$ cat src/rtl/fetch_unit.sv
// Instruction fetch: owns the PC, reads the 1-cycle instruction memory and
// buffers results in a tagged FIFO. Build option FETCH_PERF_EN adds counters.
module fetch_unit #(
    parameter int unsigned RESET_PC   = 0,
    parameter int unsigned PC_W       = 10,
    parameter int unsigned INSTR_W    = 32,
    parameter int unsigned FIFO_DEPTH = 2
) (
    input  logic               clk,
    input  logic               rst,
    output logic               imem_req,
    output logic [PC_W-1:0]    imem_addr,
    input  logic [INSTR_W-1:0] imem_data,
    input  logic               redirect,
    input  logic [PC_W-1:0]    redirect_pc,
    input  logic               halt,
    output logic [INSTR_W-1:0] instr,
    output logic [PC_W-1:0]    instr_pc,
    output logic               instr_valid,
    input  logic               instr_ready
`ifdef FETCH_PERF_EN
    ,
    output logic [31:0]        perf_fetched,
    output logic [31:0]        perf_flushed
`endif
);

    localparam int AW = $clog2(FIFO_DEPTH);
    localparam int CW = $clog2(FIFO_DEPTH + 1);
    localparam logic [CW:0] DEPTH = (CW + 1)'(FIFO_DEPTH);
    localparam logic [PC_W-1:0] PC0 = PC_W'(RESET_PC);

    logic [PC_W-1:0]    fetch_pc;
    logic [PC_W-1:0]    inflight_pc;
    logic               inflight;
    logic [PC_W-1:0]    pc_mem   [FIFO_DEPTH];
    logic [INSTR_W-1:0] data_mem [FIFO_DEPTH];
    logic [AW-1:0]      rd_ptr;
    logic [AW-1:0]      wr_ptr;
    logic [CW-1:0]      count;
    logic [CW:0]        used;
    logic               empty;
    logic               issue;
    logic               push;
    logic               pop;

    // Credit check, handshake decode and combinational head-of-FIFO outputs
    always_comb begin
        used        = {1'b0, count} + {{CW{1'b0}}, inflight};
        empty       = (count == '0);
        issue       = !rst && !redirect && !halt && (used < DEPTH);
        push        = inflight && !redirect;
        instr_valid = !empty && !redirect;
        pop         = instr_valid && instr_ready;
        imem_req    = issue;
        imem_addr   = fetch_pc;
        instr       = empty ? '0 : data_mem[rd_ptr];
        instr_pc    = empty ? '0 : pc_mem[rd_ptr];
    end

    // PC and outstanding-read tracking; a redirect kills the pending read
    always_ff @(posedge clk or posedge rst) begin
        if (rst) begin
            fetch_pc    <= PC0;
            inflight    <= 1'b0;
            inflight_pc <= '0;
        end else if (redirect) begin
            fetch_pc <= redirect_pc;
            inflight <= 1'b0;
        end else begin
            inflight <= issue;
            if (issue) begin
                inflight_pc <= fetch_pc;
                fetch_pc    <= fetch_pc + 1'b1;
            end
        end
    end

    // FIFO pointers and occupancy; cleared outright on redirect
    always_ff @(posedge clk or posedge rst) begin
        if (rst) begin
            rd_ptr <= '0;
            wr_ptr <= '0;
            count  <= '0;
        end else if (redirect) begin
            rd_ptr <= '0;
            wr_ptr <= '0;
            count  <= '0;
        end else begin
            if (push) wr_ptr <= wr_ptr + 1'b1;
            if (pop)  rd_ptr <= rd_ptr + 1'b1;
            case ({push, pop})
                2'b10:   count <= count + 1'b1;
                2'b01:   count <= count - 1'b1;
                default: count <= count;
            endcase
        end
    end

    // FIFO storage; contents are only observed while count is non-zero
    always_ff @(posedge clk) begin
        if (push) begin
            pc_mem[wr_ptr]   <= inflight_pc;
            data_mem[wr_ptr] <= imem_data;
        end
    end

`ifdef FETCH_PERF_EN
    // Fetched/flushed instruction counters, wrapping at 2^32
    always_ff @(posedge clk or posedge rst) begin
        if (rst) begin
            perf_fetched <= '0;
            perf_flushed <= '0;
        end else begin
            if (push)     perf_fetched <= perf_fetched + 32'd1;
            if (redirect) perf_flushed <= perf_flushed + 32'(used);
        end
    end
`endif

endmodule

$ cat config.mk
export PLATFORM = sky130hd
export DESIGN_NAME = fetch_unit
export DESIGN_NICKNAME = d
export VERILOG_FILES = /design/src/rtl/fetch_unit.sv
export SDC_FILE = /design/constraint.sdc
export NUM_CORES = 1
export LEC_CHECK = 0
export BUFFER_PORTS_ARGS = -buffer_cell sky130_fd_sc_hd__buf_2
export CAP_MARGIN = 25
export CORE_MARGIN = 1
export CORE_UTILIZATION = 48
export CTS_CLUSTER_SIZE = 28
export DETAILED_ROUTE_END_ITERATION = 8
export PLACE_DENSITY = 0.75
export SYNTH_ARGS = -nofsm -noshare
export SYNTH_HDL_FRONTEND = slang
export SYNTH_SLANG_ARGS = --single-unit
$ cat constraint.sdc
create_clock -name clk -period 3.8 [get_ports clk]
set_input_delay 0.57 -clock clk [delete_from_list [all_inputs] [get_ports clk]]
set_output_delay 0.57 -clock clk [all_outputs]
set_load 0.005 [all_outputs]
Yosys cells after proc, flatten, opt, wreduce, memory -nomap -nowiden --
Memories as Yosys holds them, arrays and structs flattened. Index checks and enable logic that the tools add are counted.
Word-level totals: register bits 25, memory bits (writable) 84, bits of input ports 47, word-level logic and storage cells 47, memories 2
Memories:
- data_mem | words 2, bits a word 32, read ports 1, clocked after memory_dff 0, write ports 1, line 37 | logic [INSTR_W-1:0] data_mem [FIFO_DEPTH];
- pc_mem | words 2, bits a word 10, read ports 1, clocked after memory_dff 0, write ports 1, line 36 | logic [PC_W-1:0] pc_mem [FIFO_DEPTH];
Operators by class: $add $sub $neg 6, magnitude comparators 1, eq/ne operators 2, multiplexer cells 13, bitwise logic cells 1, reduce and logical (&&, ||, !) cells 16
Operators with widths (number):
- $mux W32 | 1
- $mux W10 | 3
- $add A10 B1 Y10 const B | 1
- $mux W1 | 7
- $logic_and A1 B1 Y1 | 6
- $reduce_bool A2 Y1 | 3
- $logic_not A1 Y1 | 4
- $pmux W2 S2 | 1
- $add A2 B1 Y3 | 1
- $lt A3 B2 Y1 const B | 1
- $reduce_bool A3 Y1 | 1
- $add A1 B1 Y1 const B | 2
- $add A2 B1 Y2 const B | 1
- $eq A2 B1 Y1 const B | 1
- $eq A2 B2 Y1 const B | 1
- $logic_not A2 Y1 | 1
- $mux W2 | 1
- $reduce_and A2 Y1 | 1
- $sub A2 B1 Y2 const B | 1
- $not A1 Y1 | 1

Depth between registers and ports, before layout --
depth after elaboration 7, mapped depth 7, mapped depth without buffers 5

Worst setup path before layout --
No wires, ideal clock.
path kind input port to flip-flop, start input redirect, end memory data_mem[0][0] (enable), setup time 0.502 ns, data arrival time 4.108 ns, required time 3.298 ns, slack -0.811 ns, stages 3, cell sequence clkbuf_1 > clkbuf_1 > nor3b_1
On the way: longest elaborated chain between the ends 4
Ends and longest elaborated chain:
- from (decl) | line 14 | input logic redirect,
- $logic_not A1 Y1 | line 52 | push = inflight && !redirect;
- $logic_and A1 B1 Y1 | line 52
- $mux W1 | line 102 | if (push) begin
- $mux W1 (implied by the code) | line 104 | data_mem[wr_ptr] <= imem_data;
- to (decl) | line 37
Every way passes these cells.

Worst setup path in the final report --
start register rd_ptr, end output instr_pc[4]
On the way: longest elaborated chain between the ends 2
Ends and longest elaborated chain:
- from (decl) | line 38 | logic [AW-1:0] rd_ptr;
- from (signal assigned) | line 91 | if (pop) rd_ptr <= rd_ptr + 1'b1;
- $mem_v2 Z2 W10
- $mux W10 | line 58 | instr_pc = empty ? '0 : pc_mem[rd_ptr];
- to (decl) | line 18 | output logic [PC_W-1:0] instr_pc,
Every way passes these cells.

==> results.toml <==
[grt]
grt-ovfl-total = 0
use_met3 = 0.0388
grt_util_all_layers = 0.170
grt_use_met2 = 0.255
grt_pass1_wl_um = 12600
grt_max_degree = 44
met1_usage = 0.249
grt_pass1_vias = 2578
top_usage_layer = "met2"
antenna_found_initial = 0

[hold_path]
min_path_cells = 1
hold-path-endpoint = "data_mem[1][29]$_DFFE_PP_"
hp-class = "primary input to flop"
min-delay-start = "imem_data[29]"

[layout]
fin_nets = 463
drive_gt1_frac = 0.298
layout_commonest_cell = "buf_2"
final_core_util = 0.595
antenna_cells = 0
area_delta_synth_final_pct = 19.2
fill_cells = 710
final_cell_mix = "100 x buf_2, 84 x edfxtp_1, 48 x nor2_1"

[sta]
slew_headroom = 0.382
hold_viol = 0
setup_violations = 0
rsz0062_at_grt = "false"
skew_ns = 0.00535
drv_slew = 0
setup_tns_ns = 0
min_period_ns = 2.36
timing.final.crit_share = 0.622
clock.fmax_ghz = 0.423
worst_pin_slew_ns = 0.926

[drt]
viasPerCell = 5.17
drt_iter0_markers = 120
post_drt_wl_per_cell_um = 14.8
ant_nets = 0
routed_wl_um = 7820
firstDrtPassIters = 4
vias = 2732
drc = 0

[critical_path]
critPathKind = "flop to primary output"
cp-start-kind = "flop"
crit_arrival_ns = 1.79
rrSetupSlack_ns = 1.68
rr_endpoint = "imem_addr[8]$_DFFE_PP0P_"
worstRegToRegCells = 5
crit_path_end_kind = "primary output"
path_max_fanout = 14
worstPathRequired_ns = 3.23
r2r-start = "inflight$_DFF_PP0_"

[floorplan]
die_x_um = 97.5
rows = 34
design.die.area_um2 = 9500
die_h_um = 97.5
core_um2 = 8760
start_util = 0.499
ios = 101

[power_and_ir_drop]
comb_power_share = 0.072
intPower_w = 0.00173
cellPowerDensity_nw_per_um2 = 426
ir_drop_v = 0.000243
p_seq_frac = 0.622
netSwitchingFraction = 0.219
p_switching_w = 0.000487
p_clk_frac = 0.306
p_leak_nw = 2.06

[clocking]
clkSinkCount = 109
cts_hold_buffers = 0
clock_path_buffers = 2
clkLatencyLatePin_ns = 0.36
numCtsBuffers = 9
root_buffer = "clkbuf_8"
postCtsSetupRepairBufs = 0
ctsResizeCount = 0
clk_pin_slew_ns = 0.10
cts_max_level = 3
cts_tree = "done"

[synthesis]
ys_types = 38
syn_area_per_cell_um2 = 13.9
ys_ff_latch = 109
synth_area_um2 = 4380
ys_seq_area_frac = 0.719
syn_inst = 314
syn_nets = 362
ys_warn_count = 0

[placed_design]
hpwl_um = 5140
portBuffers = 100
gp_congestion = 0.854

[run_status]
status = "completed"

[run]
maxCapViolCount = 0
==> through the flow <==
| step | instances | hold WS (ns) | instance area, µm² | setup slack (ns) | power (W) |
|---|---|---|---|---|---|
| 6_report | 528 | 0.393 | 5220 | 1.44 | 0.00222 |
| 3_3_place_gp | 510 | 0.455 | 4980 | 1.37 | 0.00156 |
| 2_1_floorplan | 314 | 0.442 | 4380 | 0.679 | 0.00148 |
| 5_1_grt | 528 | 0.383 | 5220 | 1.31 | 0.00230 |
| 3_5_place_dp | 510 | 0.464 | 4980 | 1.29 | 0.00157 |
| 4_1_cts | 526 | 0.374 | 5180 | 1.18 | 0.00224 |
==> logic make-up (layout without fill, tap and decap cells) <==
logic type / after synthesis / in the layout / share of synthesized area
adder cells (fa/ha/maj): 1 / 1 / 0.00286
XOR/XNOR: 4 / 4 / 0.00801
buffers and inverters: 21 / 127 / 0.0214
flip-flops: 109 / 109 / 0.719
AND/OR/NAND/NOR: 112 / 112 / 0.113
multiplexers: 42 / 42 / 0.0961
AO/OA/AOI/OAI: 25 / 25 / 0.0392
==> synthesized netlist by cell type (all sizes together) <==
| library cell | n | area share |
|---|---|---|
| a2111oi | 1 | 0.0020 |
| a211oi | 1 | 0.0017 |
| a21o | 2 | 0.0034 |
| a21oi | 3 | 0.0034 |
| a221o | 3 | 0.0069 |
| a22oi | 2 | 0.0034 |
| and2 | 1 | 0.0014 |
| and3 | 1 | 0.0014 |
| and3b | 1 | 0.0020 |
| and4 | 1 | 0.0020 |
| buf | 7 | 0.0094 |
| clkbuf | 8 | 0.0069 |
| clkinv | 1 | 0.00086 |
| dfrtp | 25 | 0.14 |
| edfxtp | 84 | 0.58 |
| ha | 1 | 0.0029 |
| inv | 5 | 0.0043 |
| mux2i | 42 | 0.096 |
| nand2 | 41 | 0.036 |
| nand3 | 5 | 0.0057 |
| nand3b | 1 | 0.0017 |
| nand4 | 2 | 0.0029 |
| nand4b | 1 | 0.0020 |
| nor2 | 49 | 0.042 |
| nor3 | 4 | 0.0046 |
| nor3b | 1 | 0.0017 |
| nor4 | 2 | 0.0063 |
| o211ai | 2 | 0.0034 |
| o21ai | 8 | 0.0092 |
| o21bai | 1 | 0.0017 |
| o221ai | 1 | 0.0020 |
| o311ai | 1 | 0.0020 |
| or4 | 2 | 0.0034 |
| xnor2 | 3 | 0.0060 |
| xor2 | 1 | 0.0020 |
==> worst max path at each step <==
stage / start / cells past startpoint / slack (ns) / endpoint
finish: rd_ptr$_DFFE_PP0P_ / 4 / 1.44 / instr_pc[4]
global route: rd_ptr$_DFFE_PP0P_ / 4 / 1.31 / instr[28]
CTS: count[1]$_DFFE_PP0P_ / 3 / 1.18 / instr[29]
detailed placement: redirect / 6 / 1.29 / imem_addr[8]$_DFFE_PP0P_
global placement: redirect / 6 / 1.37 / imem_addr[8]$_DFFE_PP0P_
floorplan: redirect / 3 / 0.68 / data_mem[0][0]$_DFFE_PP_
==> power groups by stage <==
| stage | Clock [W] | Sequential [W] | Combinational [W] |
|---|---|---|---|
| 4_1_cts | 0.000702 | 0.00138 | 0.000159 |
| 5_1_grt | 0.000732 | 0.00139 | 0.000180 |
| 3_3_place_gp | 0 | 0.00140 | 0.000154 |
| 2_1_floorplan | 0 | 0.00139 | 0.0000900 |
| 6_report | 0.000680 | 0.00138 | 0.000159 |
| 3_5_place_dp | 0 | 0.00141 | 0.000159 |
==> layout make-up <==
class,instances,area (µm²),area share
inverters,6,22.5,0.00432
repair buffers,105,563,0.108
clock buffers,12,145,0.0278
flip-flops and latches,109,3150,0.604
well taps,108,135,0.0259
clock inverters,4,47.5,0.00911
multi-input cells,184,1150,0.221
==> worst max-delay path: stages, from the launching register on <==
cell and delay, ns:
dfrtp_2 0.57, buf_4 0.34, mux2i_1 0.33, nor2_1 0.07, buf_2 0.13
==> state kept, by name, indices dropped and copies added (netlist names) <==
name,cells
pc_mem,20
wr_ptr,1
inflight_pc,10
inflight,1
count,2
rd_ptr,1
imem_addr,10
data_mem,64
==> layer usage <==
layer,vias to the layer above,part of all wire
li1,1338,-
met1,1279,0.48
met2,107,0.44
met3,8,0.076
met4,0,0.010
met5,-,0
Note: power is estimated with default switching activity, not from simulation.
